### config.mk
export PLATFORM = sky130hd
export DESIGN_NAME = o_sync_lock
export DESIGN_NICKNAME = d
export VERILOG_FILES = /design/src/rtl/o_sync_lock_pkg.sv /design/src/rtl/o_sync_lock_sync_edge_detect.sv /design/src/rtl/o_sync_lock.sv
export SDC_FILE = /design/constraint.sdc
export NUM_CORES = 1
export LEC_CHECK = 0
export ABC_AREA = 1
export CORE_MARGIN = 2
export CORE_UTILIZATION = 25
export CTS_CLUSTER_DIAMETER = 50
export DETAILED_ROUTE_END_ITERATION = 10
export GPL_TIMING_DRIVEN = 0
export PLACE_DENSITY = 0.41
export SYNTH_ARGS = -nofsm -noshare
export SYNTH_HDL_FRONTEND = slang
export SYNTH_SLANG_ARGS = --single-unit
### constraint.sdc
create_clock -name O_CLK -period 2.52 [get_ports O_CLK]
set_clock_uncertainty 0.1 [all_clocks]
set_input_delay 0.252 -clock O_CLK [delete_from_list [all_inputs] [get_ports O_CLK]]
set_output_delay 0.252 -clock O_CLK [all_outputs]
set_load 0.02 [all_outputs]
### src/rtl/o_sync_lock_pkg.sv
// o_sync_lock_pkg: state encodings, default scope timing, tolerance helper.
package o_sync_lock_pkg;
  typedef enum logic [1:0] {
    IDLE   = 2'd0,
    PRIME  = 2'd1,
    SEARCH = 2'd2,
    LOCK   = 2'd3
  } state_t;
  localparam int   DEF_H_TOTAL = 800;
  localparam int   DEF_V_TOTAL = 417;
  localparam logic DEF_HS_POL  = 1'b0;
  localparam logic DEF_VS_POL  = 1'b0;
  function automatic logic in_tol(input int v, input int nom, input int tol);
    return v >= nom - tol && v <= nom + tol;
  endfunction
endpackage

### src/rtl/o_sync_lock_sync_edge_detect.sv
// o_sync_lock_sync_edge_detect: one-cycle pulse when a sync input enters its asserted level.
module o_sync_lock_sync_edge_detect #(
  parameter logic POL = 1'b0
) (
  input  logic clk,
  input  logic rst,
  input  logic lvl,
  output logic pulse
);
  logic prev;
  // prev resets to the asserted level so a sync already asserted at reset is not an edge
  always_ff @(posedge clk) prev <= rst ? POL : lvl;
  assign pulse = (lvl == POL) && (prev != POL);
endmodule

### src/rtl/o_sync_lock.sv
// o_sync_lock: measures scope HS/VS timing, locks after consistent frames and gates capture ENABLE.
module o_sync_lock
  import o_sync_lock_pkg::*;
#(
  parameter int   H_TOTAL     = DEF_H_TOTAL,
  parameter int   V_TOTAL     = DEF_V_TOTAL,
  parameter int   H_TOL       = 4,
  parameter int   V_TOL       = 2,
  parameter int   LOCK_FRAMES = 4,
  parameter int   LOSS_FRAMES = 2,
  parameter logic HS_POL      = DEF_HS_POL,
  parameter logic VS_POL      = DEF_VS_POL
) (
  input  logic        O_CLK,
  input  logic        RESET,
  input  logic        O_HS,
  input  logic        O_VS,
  input  logic        ARM,
  output logic        ENABLE,
  output logic        LOCKED,
  output logic [10:0] LINE_LEN,
  output logic [9:0]  FRAME_LINES,
  output logic [1:0]  STATE,
  output logic [7:0]  ERR_COUNT
);
  localparam logic [7:0] LOCK_N = 8'(LOCK_FRAMES);
  localparam logic [7:0] LOSS_N = 8'(LOSS_FRAMES);
  state_t      st, st_n;
  logic        hs_e, vs_e, run, line_bad, frame_good, tmo, judge, fbad;
  logic [10:0] lclk, lclk_n;
  logic [9:0]  lcnt, lcnt_n;
  logic [7:0]  good, bad;
  o_sync_lock_sync_edge_detect #(.POL(HS_POL)) hs_det (
    .clk(O_CLK), .rst(RESET), .lvl(O_HS), .pulse(hs_e)
  );
  o_sync_lock_sync_edge_detect #(.POL(VS_POL)) vs_det (
    .clk(O_CLK), .rst(RESET), .lvl(O_VS), .pulse(vs_e)
  );
  // lclk_n/lcnt_n include the current cycle and a coincident HS edge, so they are the closing values
  always_comb begin
    run        = ARM && st != IDLE;
    lclk_n     = (lclk == 11'h7ff) ? lclk : lclk + 11'd1;
    lcnt_n     = (hs_e && lcnt != 10'h3ff) ? lcnt + 10'd1 : lcnt;
    line_bad   = hs_e && !in_tol(int'(lclk_n), H_TOTAL, H_TOL);
    frame_good = in_tol(int'(lcnt_n), V_TOTAL, V_TOL) && !fbad && !line_bad;
    tmo        = (!hs_e && int'(lclk_n) >= 2 * H_TOTAL) || int'(lcnt_n) >= 2 * V_TOTAL;
    judge      = vs_e && !tmo;
  end
  always_ff @(posedge O_CLK) begin
    if (RESET) begin
      lclk        <= '0;
      lcnt        <= '0;
      fbad        <= 1'b0;
      LINE_LEN    <= '0;
      FRAME_LINES <= '0;
    end else if (!run) begin
      lclk <= '0;
      lcnt <= '0;
      fbad <= 1'b0;
    end else begin
      lclk <= hs_e ? '0 : lclk_n;
      lcnt <= vs_e ? '0 : lcnt_n;
      fbad <= vs_e ? 1'b0 : (fbad || line_bad);
      if (hs_e) LINE_LEN <= lclk_n;
      if (vs_e) FRAME_LINES <= lcnt_n;
    end
  end
  always_ff @(posedge O_CLK) st <= RESET ? IDLE : st_n;
  always_comb begin
    st_n = st;
    unique case (st)
      IDLE:    st_n = PRIME;
      PRIME:   st_n = vs_e ? SEARCH : PRIME;
      SEARCH:  st_n = (judge && frame_good && good + 8'd1 >= LOCK_N) ? LOCK : SEARCH;
      LOCK:    st_n = (tmo || (judge && !frame_good && bad + 8'd1 >= LOSS_N)) ? SEARCH : LOCK;
      default: st_n = IDLE;
    endcase
    if (!ARM) st_n = IDLE;
  end
  // good/bad only run while staying in their own state, so every exit leaves them cleared
  always_ff @(posedge O_CLK) begin
    if (RESET) begin
      good      <= '0;
      bad       <= '0;
      ERR_COUNT <= '0;
    end else begin
      good <= (st != SEARCH || st_n != SEARCH || tmo || (judge && !frame_good)) ? '0 :
              judge ? good + 8'd1 : good;
      bad  <= (st != LOCK || st_n != LOCK || (judge && frame_good)) ? '0 :
              judge ? bad + 8'd1 : bad;
      if (st == LOCK && judge && !frame_good && ERR_COUNT != 8'hff) ERR_COUNT <= ERR_COUNT + 8'd1;
    end
  end
  always_comb begin
    STATE  = st;
    ENABLE = st == LOCK;
    LOCKED = st == LOCK;
  end
endmodule

==> flow_summary.yaml, run 1 <==
outcome:
  status: "finished, final reports clean"
timing:
  fmax_ghz: 0.403
  final.period_utilization_pct: 98.4
  rsz0062_at_grt: "true"
  hold_slack_ns: 0.294
  fin_ws_ns: 0.0410
  setup_viol: 0
  setup_tns_ns: 0
  tightest_slew_ns: 0.766
  drv_slew: 0
  period_minus_slack_ns: 2.48
  hold_violations: 0
  maxSlewHeadroom_pct: 48.8
floorplanning:
  die_h_um: 127
  die_w_um: 127
  placementRows: 44
  ioPinCount: 38
  initial_utilization_pct: 25.7
  coreArea_um2: 14600
  die_area_um2: 16000
critical_path:
  cp-endpoint: "ERR_COUNT[4]"
  arrival_ns: 2.66
  endpoint_kind: "flop"
  crit_chain: "ha_4 -> inv_2 -> nor2_4 -> nand3_4 -> nand2_2 -> nand2_2 -> nand2_4 -> nand2_2 -> nor2_2 -> nand2_1 -> nand2_1 -> nand2_1 -> nand2_2 -> nand3_4 -> a21oi_4 -> nand2_4 -> buf_6 -> o21ai_2 -> nand2_1 -> nor2_1"
  worstSetupStartpoint: "lcnt[0]"
  cp_max_fo: 8
  reg2reg_to: "ERR_COUNT[4]"
  slowest_stage: "dfxtp_4"
  worst-path-stages: 20
  cp_data_required_time_ns: 2.70
  r2r-start: "lcnt[0]"
  rr_worst_depth: 20
  critPathBufInv: 2
  path_delay_family: "simple AND/OR/NAND/NOR gates"
  start_kind: "flop"
  r2r_slack_ns: 0.04
  cpPeakStageDelay_ns: 0.37
  criticalPathCategory: "reg -> reg"
logic_synthesis:
  synth_top_family_by_area: "simple AND/OR/NAND/NOR gates"
  synth_top_area_cell: "dfxtp_1"
  synth_commonest_cells: "nand2_1, inv_1, dfxtp_1, nor2_1, o21ai_0"
  yosysUniqueCellTypes: 36
  synth-compound-area-share_pct: 10.5
  yosysWarnings: 0
  syn_avg_cell_area_um2: 6.98
  syn_inst: 538
  synth_most_common_cell: "nand2_1"
  synth_top_area_share_pct: 37.9
  ys_seq_area_share_pct: 37.9
  synth-adder-area-share_pct: 2.33
  async_reset_ff_share_pct: 0
  synth-edff-count: 0
  synth_area_leaders: "dfxtp_1, nand2_1, inv_1, nor2_1, xor2_1"
  ys_seq_elements: 71
  synthMuxAreaShare_pct: 0
  synthesis.nets: 550
  synthSimpleGateAreaFrac_pct: 32.9
  synth_area_um2: 3750
  ys.flop_type: "dfxtp_1"
  synth_xor_area_share_pct: 5.60
cts:
  cts_tree: "built"
  clock_path_buffers: 2
  ctsHoldBuffers: 0
  cts.sinks: 71
  clkTransAtPathRegs_ns: 0.06
  clk_latency_ns: 0.34
  clockRootBuffer: "clkbuf_16"
  numCtsBuffers: 9
  cts_max_level: 3
placed_design:
  numPortBuffers: 36
  dp_hpwl_um: 6880
  gp_congestion: 0.819
  dp_cells: 758
  pre_cts_ws_ns: -0.373
power_and_ir_drop:
  p_leak_nw: 2.04
  p_per_area_nw_per_um2: 472
  ir_drop_mv: 0.272
global_route:
  antenna_found_initial: 0
  track_usage_pct: 12.5
  grt_util_met3_pct: 4.56
  grt_util_met1_pct: 15.3
  overflow: 0
  grt.busiest_layer: "met2"
  grt_pass1_wl_um: 15900
  grt_pass1_vias: 3271
  use_met2_pct: 20.0
  grt_max_degree: 11
final_layout:
  drive_above_1_share_pct: 19.6
  diodes: 0
  final_cells: 790
  fin_nets: 615
  final_util_pct: 34.0
  areaGrowthSynthToFinish_pct: 32.0
drt:
  avgViaCountPerCell: 4.32
  drc: 0
  routed_wl_um: 9760
  routedWlPerCell_um: 12.4
  vias: 3413
  ant_nets: 0
  drtPass1Iterations: 6
  drt_iter0_markers: 110
hold_path:
  min_from: "RESET"
  min_path_type: "in -> reg"
job:
  cap_violations: 0
area by class of cell:
type	count	area, um2
flip-flops and latches	71	1440
plain buffers	10	52.6
multi-input cells	364	2110
repair buffers	54	512
clock inverters	2	10.0
well taps	184	230
fillers	1570	9630
inverters	93	362
clock buffers	12	236
placed cells by master, fill, tap and decap left out, types with 4 or more instances in the layout:
master / n
xor2_1: 19
xnor2_1: 4
nand4_1: 8
buf_4: 17
nand3_1: 19
o21ai_0: 26
o21ai_1: 6
nor2_1: 51
nand2_1: 113
ha_1: 5
o211ai_1: 9
a21oi_1: 18
nor2_2: 22
inv_1: 87
dfxtp_2: 4
dfxtp_1: 64
nor2_4: 6
nand2_4: 7
clkbuf_1: 8
nand3_4: 5
nand2_2: 15
clkdlybuf4s50_1: 36
nor3_1: 4
clkbuf_16: 9
tightest hold or removal path, cell delays in order:
cell and delay, ns:
clkbuf_1 0.19, nor2_1 0.14, o21ai_0 0.07, inv_1 0.04
cells by family after synthesis:
logic type,after synthesis
compound gates,70
buf+inv,103
xor+xnor,24
simple gates,263
fa+ha+maj,7
flops,71
power breakdown:
| group | switching (W) | internal (W) | total (W) |
|---|---|---|---|
| Clock | 0.000464 | 0.000652 | 0.00112 |
| Combinational | 0.0000583 | 0.0000308 | 0.0000891 |
| Sequential | 0.00000511 | 0.00113 | 0.00113 |
| Total | 0.000528 | 0.00181 | 0.00234 |
state kept, by name (all words and copies together) (netlist names):
signal,cells
FRAME_LINES,10
lclk,11
good,8
hs_det.prev,1
ERR_COUNT,8
STATE,2
fbad,1
bad,8
LINE_LEN,11
lcnt,10
vs_det.prev,1
what timing repair did:
item,4_1_cts,5_1_grt
setup buffers,10,7
resized for setup,31,35
pin swaps,8,10
cloned,0,1
endpoints found under the setup margin,25,27
routing by layer:
| metal | routed length (um) | part of all wire, % |
|---|---|---|
| met1 | 4580 | 47 |
| met2 | 4560 | 47 |
| met3 | 381 | 3.9 |
| met4 | 240 | 2.5 |
| met5 | 0 | 0 |
per-stage QoR:
stage,instance area (um2),total power [W]
2_1_floorplan,3750,0.00121
3_3_place_gp,4350,0.00124
3_5_place_dp,4350,0.00124
4_1_cts,4780,0.00240
5_1_grt,4950,0.00245
6_report,4950,0.00234
worst min-delay path by stage:
stage                      to  depth (start not counted)  slack (ns)
4_1_cts           LINE_LEN[9]                          4        0.31
5_1_grt        FRAME_LINES[1]                          4        0.34
2_1_floorplan     hs_det.prev                          2        0.28
6_report          LINE_LEN[9]                          4        0.29
3_3_place_gp             fbad                          2        0.35
3_5_place_dp             fbad                          2        0.34
Note: power is estimated with default switching activity, not from simulation.
==> run 2: changes to the inputs <==
--- a/config.mk
+++ b/config.mk
@@ -11,6 +11,7 @@
 export CTS_CLUSTER_DIAMETER = 50
 export DETAILED_ROUTE_END_ITERATION = 10
 export GPL_TIMING_DRIVEN = 0
+export MAX_ROUTING_LAYER = met4
 export PLACE_DENSITY = 0.41
 export SYNTH_ARGS = -nofsm -noshare
 export SYNTH_HDL_FRONTEND = slang
==> flow_summary.yaml, run 2 (same netlist as run 1, synthesis figures left out) <==
critical_path:
  r2r-start: "lcnt[0]"
  rr_worst_depth: 20
  reg2reg_to: "ERR_COUNT[4]"
  endpoint_kind: "flop"
  criticalPathCategory: "reg -> reg"
  start_kind: "flop"
  r2r_slack_ns: 0.04
  arrival_ns: 2.66
  cp_data_required_time_ns: 2.70
  cp_max_fo: 8
cts:
  clockRootBuffer: "clkbuf_16"
  numCtsBuffers: 9
  ctsHoldBuffers: 0
  cts_tree: "built"
  clk_latency_ns: 0.34
  cts.sinks: 71
  cts_max_level: 3
  clock_path_buffers: 2
  clkTransAtPathRegs_ns: 0.06
drt:
  drtPass1Iterations: 6
  routedWlPerCell_um: 12.4
  drt_iter0_markers: 128
  drc: 0
  vias: 3414
  ant_nets: 0
  routed_wl_um: 9770
  avgViaCountPerCell: 4.32
hold_path:
  min_path_type: "in -> reg"
  holdPathStages: 4
  holdPathEnd: "LINE_LEN[9]"
  min_from: "RESET"
final_layout:
  register_area_um2: 1440
  areaGrowthSynthToFinish_pct: 32.0
  fin_nets: 615
  reg_top3: "LINE_LEN (11), lclk (11)"
  final_common_cell: "nand2_1"
  diodes: 0
  multi_input_area_um2: 2110
  drive_above_1_share_pct: 19.6
  final_util_pct: 34.0
  final_cell_mix: "nand2_1, inv_1, dfxtp_1, nor2_1, clkdlybuf4s50_1"
  fillers: 1570
  final_area_um2: 4950
placed_design:
  placed_area_um2: 4350
  gp_congestion: 0.831
  numPortBuffers: 36
  dp_hpwl_um: 6880
  pre_cts_ws_ns: -0.373
global_route:
  grt_pass1_vias: 3272
  overflow: 0
  track_usage_pct: 12.9
  grt_max_degree: 11
  antenna_found_initial: 0
  grt_pass1_wl_um: 15900
timing:
  fin_ws_ns: 0.0415
  hold_violations: 0
  final.period_utilization_pct: 98.4
  tightest_slew_ns: 0.751
  setup_tns_ns: 0
  setup_viol: 0
  rsz0062_at_grt: "true"
  fmax_ghz: 0.403
  drv_slew: 0
  period_minus_slack_ns: 2.48
  maxSlewHeadroom_pct: 49.7
power_and_ir_drop:
  p_leak_nw: 2.04
  ir_drop_mv: 0.272
  p_per_area_nw_per_um2: 473
floorplanning:
  die_w_um: 127
  coreArea_um2: 14600
  placementRows: 44
  initial_utilization_pct: 25.7
  die_h_um: 127
  ioPinCount: 38
  die_area_um2: 16000
outcome:
  status: "finished, final reports clean"
job:
  cap_violations: 0
## run 2: cell counts in the layout (fill, tap and decap cells not counted)
Identical to the previous run, type by type.
## run 2: worst max-delay path by stage
stage                              end  cells after the start    start  slack (ns)
after floorplan                good[0]                     18  lclk[0]        0.18
after global placement    ERR_COUNT[1]                     17     O_HS       -0.37
final                     ERR_COUNT[4]                     20  lcnt[0]        0.04
after CTS                 ERR_COUNT[4]                     20  lcnt[0]       0.002
after global routing      ERR_COUNT[4]                     20  lcnt[0]       -0.17
after detailed placement  ERR_COUNT[4]                     17     O_HS       -0.37
## run 2: stage by stage
step	hold slack [ns]	power, W	std cells
floorplan	0.277	0.00121	538
global placement	0.345	0.00124	758
detailed placement	0.344	0.00124	758
CTS	0.313	0.00240	782
global route	0.340	0.00245	790
finish	0.291	0.00234	790
## run 2: where the power goes
part	leakage, nW	switching, W	internal (W)	total [W]
clock	0.122	0.000467	0.000652	0.00112
sequential	0.577	0.00000507	0.00113	0.00113
combinational	1.34	0.0000586	0.0000308	0.0000894
total	2.04	0.000531	0.00181	0.00234
## run 2: repair_timing
item / 4_1_cts / 5_1_grt
gates resized for setup: 31 / 35
pin swaps: 8 / 10
buffers inserted: 10 / 7
hold endpoints to repair: 0 / 0
endpoints found under the setup margin: 25 / 27
gates cloned: 0 / 1
## run 2: cell type report
type,instances,share of cell area [%]
plain buffers,10,1.06
clock buffers,12,4.77
clock inverters,2,0.202
inverters,93,7.30
multi-input cells,364,42.7
flip-flops and latches,71,29.0
well taps,184,4.65
repair buffers,54,10.3
## run 2: routing by layer
metal	track usage, %	vias to the layer above	wire, um
met1	15.4	1529	4550
met5	-	-	0
met2	20.0	61	4550
li1	-	1803	-
met4	5.24	0	250
met3	4.26	21	418
## run 2: worst max-delay path, cell delays in order (launching register included)
cell,delay [ns]
dfxtp_4,0.37
ha_4,0.13
inv_2,0.04
nor2_4,0.12
nand3_4,0.16
nand2_2,0.10
nand2_2,0.06
nand2_4,0.09
nand2_2,0.06
nor2_2,0.07
nand2_1,0.07
nand2_1,0.07
nand2_1,0.06
nand2_2,0.10
nand3_4,0.14
a21oi_4,0.21
nand2_4,0.10
buf_6,0.14
o21ai_2,0.09
nand2_1,0.05
nor2_1,0.08
==> run 3: changes to the inputs <==
--- a/config.mk
+++ b/config.mk
@@ -6,13 +6,14 @@
 export NUM_CORES = 1
 export LEC_CHECK = 0
 export ABC_AREA = 1
+export ABC_CLOCK_PERIOD_IN_PS = 2700
 export CORE_MARGIN = 2
 export CORE_UTILIZATION = 25
 export CTS_CLUSTER_DIAMETER = 50
 export DETAILED_ROUTE_END_ITERATION = 10
 export GPL_TIMING_DRIVEN = 0
 export MAX_ROUTING_LAYER = met4
-export PLACE_DENSITY = 0.41
+export PLACE_DENSITY = 0.39
 export SYNTH_ARGS = -nofsm -noshare
 export SYNTH_HDL_FRONTEND = slang
 export SYNTH_SLANG_ARGS = --single-unit
==> constraint.sdc (replaced) <==
create_clock -name O_CLK -period 2.7 [get_ports O_CLK]
set_clock_uncertainty 0.1 [all_clocks]
set_input_delay 0.27 -clock O_CLK [delete_from_list [all_inputs] [get_ports O_CLK]]
set_output_delay 0.27 -clock O_CLK [all_outputs]
set_load 0.02 [all_outputs]
==> flow_summary.yaml, run 3 (same netlist as run 1, synthesis figures left out) <==
critical_path:
  cp_max_fo: 8
  crit_chain: "ha_4 -> inv_2 -> nor2_4 -> nand3_4 -> nand2_1 -> nand2_1 -> nand2_2 -> nand2_2 -> nor2_2 -> nand2_2 -> nand2_2 -> nand2_2 -> nand2_2 -> nand3_4 -> a21oi_4 -> nand2_2 -> buf_6 -> o21ai_2 -> nand2_1 -> nor2_1"
  arrival_ns: 2.69
  crit_top_cell: "nand2_2"
  start_kind: "flop"
  slowest_stage: "dfxtp_4"
  endpoint_kind: "flop"
  criticalPathCategory: "reg -> reg"
  cpPeakStageDelay_ns: 0.37
  cp_data_required_time_ns: 2.88
floorplanning:
  coreArea_um2: 14600
  placementRows: 44
  die_h_um: 127
  die_area_um2: 16000
  ioPinCount: 38
  die_w_um: 127
  initial_utilization_pct: 25.7
cts:
  numCtsBuffers: 9
  cts.sinks: 71
  clock_path_buffers: 2
  cts_max_level: 3
  cts_tree: "built"
  clkTransAtPathRegs_ns: 0.05
  clk_latency_ns: 0.34
  clockRootBuffer: "clkbuf_16"
drt:
  vias: 3407
  avgViaCountPerCell: 4.29
  routedWlPerCell_um: 12.3
  drt_iter0_markers: 124
  drtPass1Iterations: 4
  routed_wl_um: 9800
  ant_nets: 0
  drc: 0
final_layout:
  register_area_um2: 1440
  multi_input_area_um2: 2070
  drive_above_1_share_pct: 18.9
  final_common_cell: "nand2_1"
  final_cell_mix: "nand2_1, inv_1, dfxtp_1, nor2_1, clkdlybuf4s50_1"
  final_cells: 794
  areaGrowthSynthToFinish_pct: 32.6
  fin_nets: 617
  final_util_pct: 34.1
  diodes: 0
  fillers: 1589
  reg_top3: "LINE_LEN (11), lclk (11)"
global_route:
  antenna_found_initial: 0
  overflow: 0
  track_usage_pct: 13.0
  grt_pass1_wl_um: 16100
  grt_max_degree: 12
  grt_pass1_vias: 3247
timing:
  hold_violations: 0
  setup_tns_ns: 0
  period_minus_slack_ns: 2.52
  tightest_slew_ns: 0.810
  final.period_utilization_pct: 93.2
  drv_slew: 0
  maxSlewHeadroom_pct: 45.8
  fmax_ghz: 0.397
  setup_viol: 0
  fin_ws_ns: 0.183
placed_design:
  pre_cts_ws_ns: -0.235
  numPortBuffers: 36
  dp_hpwl_um: 7040
  gp_congestion: 0.817
  dp_cells: 758
power_and_ir_drop:
  p_per_area_nw_per_um2: 479
  totalPowerFinal_w: 0.00238
  ir_drop_mv: 0.267
  p_leak_nw: 2.05
outcome:
  status: "finished, final reports clean"
hold_path:
  min_path_type: "in -> reg"
job:
  cap_violations: 0
run 3: final timing paths:
path                               from           end  slack (ns)  depth (start not counted)
worst max-delay path            lcnt[0]  ERR_COUNT[4]        0.18                         20
worst min-delay path              RESET   LINE_LEN[9]        0.33                          4
worst max register to register  lcnt[0]  ERR_COUNT[4]        0.18                         20
worst min register to register     fbad          fbad        0.35                          2
run 3: per-stage QoR:
stage                     cell area [um2]  hold slack [ns]
after floorplan                      3750            0.295
final                                4980            0.333
after global routing                 4980            0.372
after global placement               4350            0.345
after CTS                            4700            0.341
after detailed placement             4350            0.350
run 3: area by class of cell:
type	count	area share, %
Multi-Input combinational cell	364	41.6
Sequential cell	71	28.8
Timing Repair Buffer	56	10.5
Inverter	93	7.16
Clock buffer	13	5.43
Tap cell	184	4.62
Buffer	10	1.06
Clock inverter	3	0.804
run 3: what timing repair did:
action / in CTS / in global routing
setup endpoints to repair: 25 / 25
hold buffers: 0 / 0
pin swaps: 1 / 16
buffers inserted: 3 / 16
resized for setup: 5 / 42
gates cloned: 0 / 1
run 3: metal layers:
metal | wire [um] | vias to the layer above | global-route usage, %
met5 | 0 | - | -
met4 | 174 | 0 | 5.24
met3 | 258 | 12 | 2.78
met2 | 4520 | 33 | 20.0
met1 | 4840 | 1544 | 16.6
li1 | - | 1818 | -
run 3: critical path: cells and delay by family, from the launching register on:
| family | cells | cell delay, ns |
|---|---|---|
| and+or+nand+nor | 15 | 1.40 |
| AOI/OAI and AO/OA | 2 | 0.28 |
| adders and majority gates | 1 | 0.13 |
| buffers and inverters | 2 | 0.18 |
| DFF | 1 | 0.37 |
run 3: power by group:
part / switching [W] / leakage (nW) / internal, W
Sequential: 0.00000495 / 0.576 / 0.00105
Clock: 0.000456 / 0.156 / 0.000788
Combinational: 0.0000544 / 1.32 / 0.0000292
Total: 0.000515 / 2.05 / 0.00187
